File: config.mk
export PLATFORM = sky130hd
export DESIGN_NAME = alu_op_dispatcher
export DESIGN_NICKNAME = d
export VERILOG_FILES = /design/src/rtl/alu_op_dispatcher.sv
export SDC_FILE = /design/constraint.sdc
export NUM_CORES = 1
export LEC_CHECK = 0
export CELL_PAD_IN_SITES_DETAIL_PLACEMENT = 0
export CELL_PAD_IN_SITES_GLOBAL_PLACEMENT = 1
export CORE_MARGIN = 2
export CORE_UTILIZATION = 34
export CTS_CLUSTER_DIAMETER = 120
export DETAILED_ROUTE_END_ITERATION = 10
export PLACE_DENSITY = 0.84
export SLEW_MARGIN = 15
export SYNTH_ARGS = -nofsm -noshare
export SYNTH_HDL_FRONTEND = slang
export SYNTH_SLANG_ARGS = --single-unit
export TNS_END_PERCENT = 10
File: constraint.sdc
create_clock -name CLK -period 2.9 [get_ports CLK]
set_input_delay 0.435 -clock CLK [delete_from_list [all_inputs] [get_ports CLK]]
set_output_delay 0.435 -clock CLK [all_outputs]
set_load 0.02 [all_outputs]
File: src/rtl/alu_op_dispatcher.sv
// Dispatches one operation at a time to NUM_UNITS functional units and tracks completion.
// Optional unit-completion watchdog enabled by defining ALU_DISP_TIMEOUT_EN.
module alu_op_dispatcher #(
  parameter int FUN_W       = 2,
  parameter int NUM_UNITS   = 4,
  parameter int TIMEOUT_CYC = 255,
  parameter int CNT_W       = 16
) (
  input  logic                 CLK,
  input  logic                 RST,
  input  logic                 OP_VALID,
  input  logic [FUN_W-1:0]     ALU_FUN,
  output logic                 OP_READY,
  output logic [NUM_UNITS-1:0] UNIT_EN,
  input  logic [NUM_UNITS-1:0] UNIT_DONE,
  output logic [NUM_UNITS-1:0] UNIT_BUSY,
  output logic                 OUT_VALID,
  output logic                 ILLEGAL,
  output logic                 TIMEOUT_ERR,
  output logic [CNT_W-1:0]     OP_CNT
);

  typedef enum logic [1:0] {
    IDLE  = 2'd0,
    ISSUE = 2'd1,
    WAIT  = 2'd2
  } state_t;

  if (NUM_UNITS < 2 || NUM_UNITS > 2**FUN_W || TIMEOUT_CYC < 1 ||
      TIMEOUT_CYC > 65535 || CNT_W < 1) begin : g_param_check
    $error("alu_op_dispatcher: parameter out of range");
  end

  state_t               r_state, w_state_next;
  logic [FUN_W-1:0]     r_sel, w_sel_next;
  logic [CNT_W-1:0]     r_op_cnt, w_op_cnt_next;
  logic                 r_out_valid, w_out_valid_next;
  logic                 r_illegal, w_illegal_next;
  logic [NUM_UNITS-1:0] w_sel_onehot;
  logic                 w_accept;
  logic                 w_legal;
  logic                 w_done;

  // Decoding through a compare per unit keeps an out-of-range select harmless (all zeros).
  for (genvar gi = 0; gi < NUM_UNITS; gi++) begin : g_sel_dec
    assign w_sel_onehot[gi] = (r_sel == FUN_W'(gi));
  end

  assign w_accept = OP_VALID && (r_state == IDLE);
  assign w_legal  = ({1'b0, ALU_FUN} < (FUN_W+1)'(NUM_UNITS));
  assign w_done   = |(UNIT_DONE & w_sel_onehot);

`ifdef ALU_DISP_TIMEOUT_EN
  localparam logic [15:0] TMO_LAST = 16'(TIMEOUT_CYC - 1);
  logic [15:0] r_tmo, w_tmo_next;
  logic        r_timeout_err, w_timeout_err_next;
`endif

  always_comb begin
    w_state_next     = r_state;
    w_sel_next       = r_sel;
    w_op_cnt_next    = r_op_cnt;
    w_out_valid_next = 1'b0;
    w_illegal_next   = 1'b0;
`ifdef ALU_DISP_TIMEOUT_EN
    w_tmo_next         = r_tmo;
    w_timeout_err_next = 1'b0;
`endif
    case (r_state)
      IDLE: begin
        if (w_accept) begin
          w_sel_next = ALU_FUN;
          if (w_legal) begin
            w_state_next = ISSUE;
          end else begin
            w_illegal_next = 1'b1;
          end
        end
      end
      ISSUE: begin
        if (w_done) begin
          w_state_next     = IDLE;
          w_out_valid_next = 1'b1;
          w_op_cnt_next    = r_op_cnt + 1'b1;
        end else begin
          w_state_next = WAIT;
`ifdef ALU_DISP_TIMEOUT_EN
          w_tmo_next   = '0;
`endif
        end
      end
      WAIT: begin
        // A completion on the expiry edge still counts as a normal completion.
        if (w_done) begin
          w_state_next     = IDLE;
          w_out_valid_next = 1'b1;
          w_op_cnt_next    = r_op_cnt + 1'b1;
        end
`ifdef ALU_DISP_TIMEOUT_EN
        else if (r_tmo == TMO_LAST) begin
          w_state_next       = IDLE;
          w_timeout_err_next = 1'b1;
        end else begin
          w_tmo_next = r_tmo + 16'd1;
        end
`endif
      end
      default: w_state_next = IDLE;
    endcase
  end

  always_ff @(posedge CLK) begin
    if (RST) begin
      r_state     <= IDLE;
      r_sel       <= '0;
      r_op_cnt    <= '0;
      r_out_valid <= 1'b0;
      r_illegal   <= 1'b0;
    end else begin
      r_state     <= w_state_next;
      r_sel       <= w_sel_next;
      r_op_cnt    <= w_op_cnt_next;
      r_out_valid <= w_out_valid_next;
      r_illegal   <= w_illegal_next;
    end
  end

`ifdef ALU_DISP_TIMEOUT_EN
  always_ff @(posedge CLK) begin
    if (RST) begin
      r_tmo         <= '0;
      r_timeout_err <= 1'b0;
    end else begin
      r_tmo         <= w_tmo_next;
      r_timeout_err <= w_timeout_err_next;
    end
  end

  assign TIMEOUT_ERR = r_timeout_err;
`else
  assign TIMEOUT_ERR = 1'b0;
`endif

  assign OP_READY  = (r_state == IDLE);
  assign UNIT_EN   = (r_state == ISSUE) ? w_sel_onehot : '0;
  assign UNIT_BUSY = (r_state != IDLE) ? w_sel_onehot : '0;
  assign OUT_VALID = r_out_valid;
  assign ILLEGAL   = r_illegal;
  assign OP_CNT    = r_op_cnt;

endmodule

==> impl_summary.txt <==
----------------------------------------------------
[Synth]
  Number of flops mapped to enable cells by yosys ... 0
  Multiplexer share of the synthesized area ... 0.0207
  Simple-gate share of the synthesized area ... 0.311
  Share of the synthesized area in the top cell type ... 0.386
  Synthesized-area fraction occupied by xor and xnor cells ... 0.0885
  Sequential share of the synthesized area ... 0.386
  Dominant combinational cell family by area after synthesis ... simple AND/OR/NAND/NOR gates
  Mean instance size in the synthesized netlist ... about 8.4 um2
  Async SR Flop Fraction ... 0
  Commonest cells in the synthesized netlist ... 21 x dfxtp_1, 16 x nor2_1, 11 x nand3_1, 11 x xor2_1, 8 x nand2_1
  Library cells used by synthesis ... 32
  Cell area after technology mapping ... 0.00109 mm2
  Syn. warnings ... 0
  Yosys top cell by area ... dfxtp_1
  Most used standard cell by instance count after synthesis ... dfxtp_1
  Gate Count Post-Synth ... about 130
  Most frequently used flop master after synthesis ... dfxtp_1
  Post-synthesis share of cell area spent on full adders, half adders and majority gates ... 0.0460
  Biggest area contributors in the synthesized netlist ... dfxtp_1 39%, xor2_1 8.9%, nor2_1 5.5%
  Compound-Gate Fraction of Synth Area ... 0.0805
  Post-synthesis register bit count ... 21

[Die]
  Initial Utilization ... 0.357
  Die Height ... 60.6 um
  Top-level port count ... 37
  Die area ... 0.00367 mm2
  Overall die width ... approximately 61 um
  Total core area ... 0.00305 mm2
  # rows ... 20

[Setup path]
  Cells traversed along the worst timing path ... inv_1 > ha_1 > nor3b_1 > clkdlybuf4s50_1
  Class of the most critical setup path ... register to output pin
  Slack of the worst reg-to-reg path ... a little under 0.8 ns
  Critical Path End Type ... output pin
  Cell with the largest stage delay on the worst path ... clkdlybuf4s50_1
  Worst r2r src ... r_state[1]
  CP Launch Point ... r_state[1]
  Count of buffering cells on the critical path with inverters included ... 2
  Required time reported for the critical path endpoint ... about 2.5 ns
  Type of element launching the critical path ... register
  CP delay by family, top ... buffers and inverters
  Arrival time of data at the critical path endpoint ... 1.95 ns
  Crit-path max FO ... 10
  CP peak stage delay ... approximately 0.64 ns

[Cells and area]
  Nets ... about 170
  Fin cells ... between 200 and 250
  Layout overhead on the synthesized area ... 33.9%
  Number of filler instances in the final layout ... between 300 and 400
  Diode insertion count for antenna repair ... 0
  Layout cells sized above 1 ... 0.0380
  Final standard cell area without fillers ... 0.00146 mm2

[Drt]
  Drt drc ... 0
  DR iter-0 viols ... 32
  Remaining antenna violation count after routing ... 0
  Post-DR wirelength/cell ... around 12 um
  Routed vias/inst ... a little under 5
  Detailed Routing Iterations Pass 1 ... 4
  Total wire length ... approximately 2.5 mm
  Vias after detailed routing ... 990

[Global routing]
  Total gr overflow ... 0
  Largest net degree at the start of global routing ... 22
  GRT Util Overall ... 0.145
  Number of antenna violations at the first check in global routing ... 0
  First-pass GRT wire length ... between 4 and 5 mm
  Vias in the first global route ... just under 900

[Clocking]
  Worst skew pair latency ... between 0.3 and 0.4 ns
  CTS hold repair buffers ... 0
  Sink count of the clock tree ... 21
  Clock buffers created by TritonCTS ... 3
  Post-CTS clock slew at the launch and capture registers of the worst setup and hold paths ... about 0.13 ns
  Clock root buffer master ... clkbuf_4
  Post-CTS setup buffer count ... 0
  Largest buffer count on any clock path ... 2
  Clock tree from TritonCTS ... built
  Deepest level of the CTS H-tree ... 1
  Number of cells upsized or downsized after cts ... 0

[Timing]
  Min cycle time layout ... about 2.4 ns
  Final setup violating endpoints ... 0
  Final setup skew ... 0.0161 ns
  Max_slew headroom ... 0.482
  Final-report hold violation count ... 0
  Period Utilization, post-route ... 0.824
  Slew Viols, Final ... 0
  Worst Max-Slew Pin Slew ... between 0.7 and 0.8 ns
  Highest Clock Rate ... between 0.4 and 0.5 GHz
  Unrepaired setup endpoints after global routing ... no
  Post-route setup TNS ... 0 ns

[Place]
  Number of port buffers ... 34
  Routability congestion estimate from global placement ... between 0.6 and 0.7
  HPWL after detailed placement ... 1.82 mm
  Post-Place Cells ... around 200
  Placement Cell Area ... 0.00143 mm2

[Flow run]
  Max capacitance violation total ... 0

[Power]
  Peak supply drop ... 0.300 mV
  Power per cell area ... 376 mW/mm2
  Cell leakage power ... between 0.5 and 0.6 nW

[Worst hold path]
  Hold Startpoint ... OP_CNT[15]
  Hold/Removal Path Class ... register to register

[Status]
  Status ... finished, final reports clean

----------------------------------------------------
where the power goes:
group / leakage, nW / internal, mW / switching, mW
Clock: 0.0177 / 0.0514 / 0.0901
Sequential: 0.170 / 0.295 / 0.00930
Combinational: 0.343 / 0.0462 / 0.0555
flip-flops by register name (all words and copies together), names as in the netlist:
name	flops
OP_CNT	16
OUT_VALID	1
r_sel	2
r_state	2
worst min-delay path: stages, from the launching register on:
cell	delay [ns]
dfxtp_1	0.34
o21ai_0	0.07
a21oi_1	0.06
stage by stage:
| step | power, mW | util | worst slack [ns] | hold slack, ns |
|---|---|---|---|---|
| 6_report | 0.548 | 0.477 | 0.511 | 0.495 |
| 5_1_grt | 0.576 | 0.477 | 0.337 | 0.534 |
| 4_1_cts | 0.554 | 0.477 | 0.499 | 0.497 |
| 3_5_place_dp | 0.413 | 0.468 | 0.683 | 0.479 |
| 3_3_place_gp | 0.409 | 0.468 | 0.767 | 0.467 |
| 2_1_floorplan | 0.377 | - | 1.01 | 0.482 |
placed cells by master (no fill, tap or decap), types with 2 or more instances in the layout:
master | Yosys | final
inv_1 | 3 | 3
nand4_1 | 5 | 5
clkbuf_4 | 0 | 3
and3b_1 | 2 | 2
or3_1 | 3 | 3
xor2_1 | 11 | 11
nor2_1 | 16 | 16
ha_1 | 4 | 4
nor3b_1 | 3 | 3
dfxtp_1 | 21 | 21
nand3_1 | 11 | 11
nand2_1 | 8 | 8
conb_1 | 1 | 2
a21oi_1 | 7 | 7
clkdlybuf4s50_1 | 0 | 34
o21ai_0 | 4 | 4
and4_1 | 3 | 3
a2bb2oi_1 | 2 | 2
and3_1 | 5 | 5
metal layers:
| layer | track usage | wire (um) | vias to the layer above |
|---|---|---|---|
| li1 | - | - | 498 |
| met1 | 0.189 | 1160 | 470 |
| met2 | 0.240 | 1180 | 20 |
| met3 | 0.0512 | 106 | 2 |
| met4 | 0.0186 | 22 | 0 |
| met5 | 0 | 0 | - |
logic make-up (layout without fill, tap and decap cells):
kind of cell,Yosys count,count (layout)
AOI/OAI and AO/OA,15,15
xor gates and xnor gates,11,11
adders and majority gates,4,4
buffers and inverters,13,41
DFF,21,21
muxes,1,1
other,1,2
and+or+nand+nor,63,63
final timing paths:
kind                  endpoint  depth (start not counted)
hold / removal      OP_CNT[15]                          2
setup / recovery  UNIT_BUSY[1]                          4
setup reg to reg    OP_CNT[14]                          6
hold reg to reg     OP_CNT[15]                          2
final cells by class:
class                   count  area, um2  share of cell area
clock buffers               3       22.5              0.0155
well taps                  44       55.1              0.0378
repair buffers             34        340               0.233
clock inverters             1       5.00             0.00343
flip-flops and latches     21        420               0.288
inverters                   3       11.3             0.00773
multi-input cells          96        603               0.414
Power figures use the tool's default switching activity.
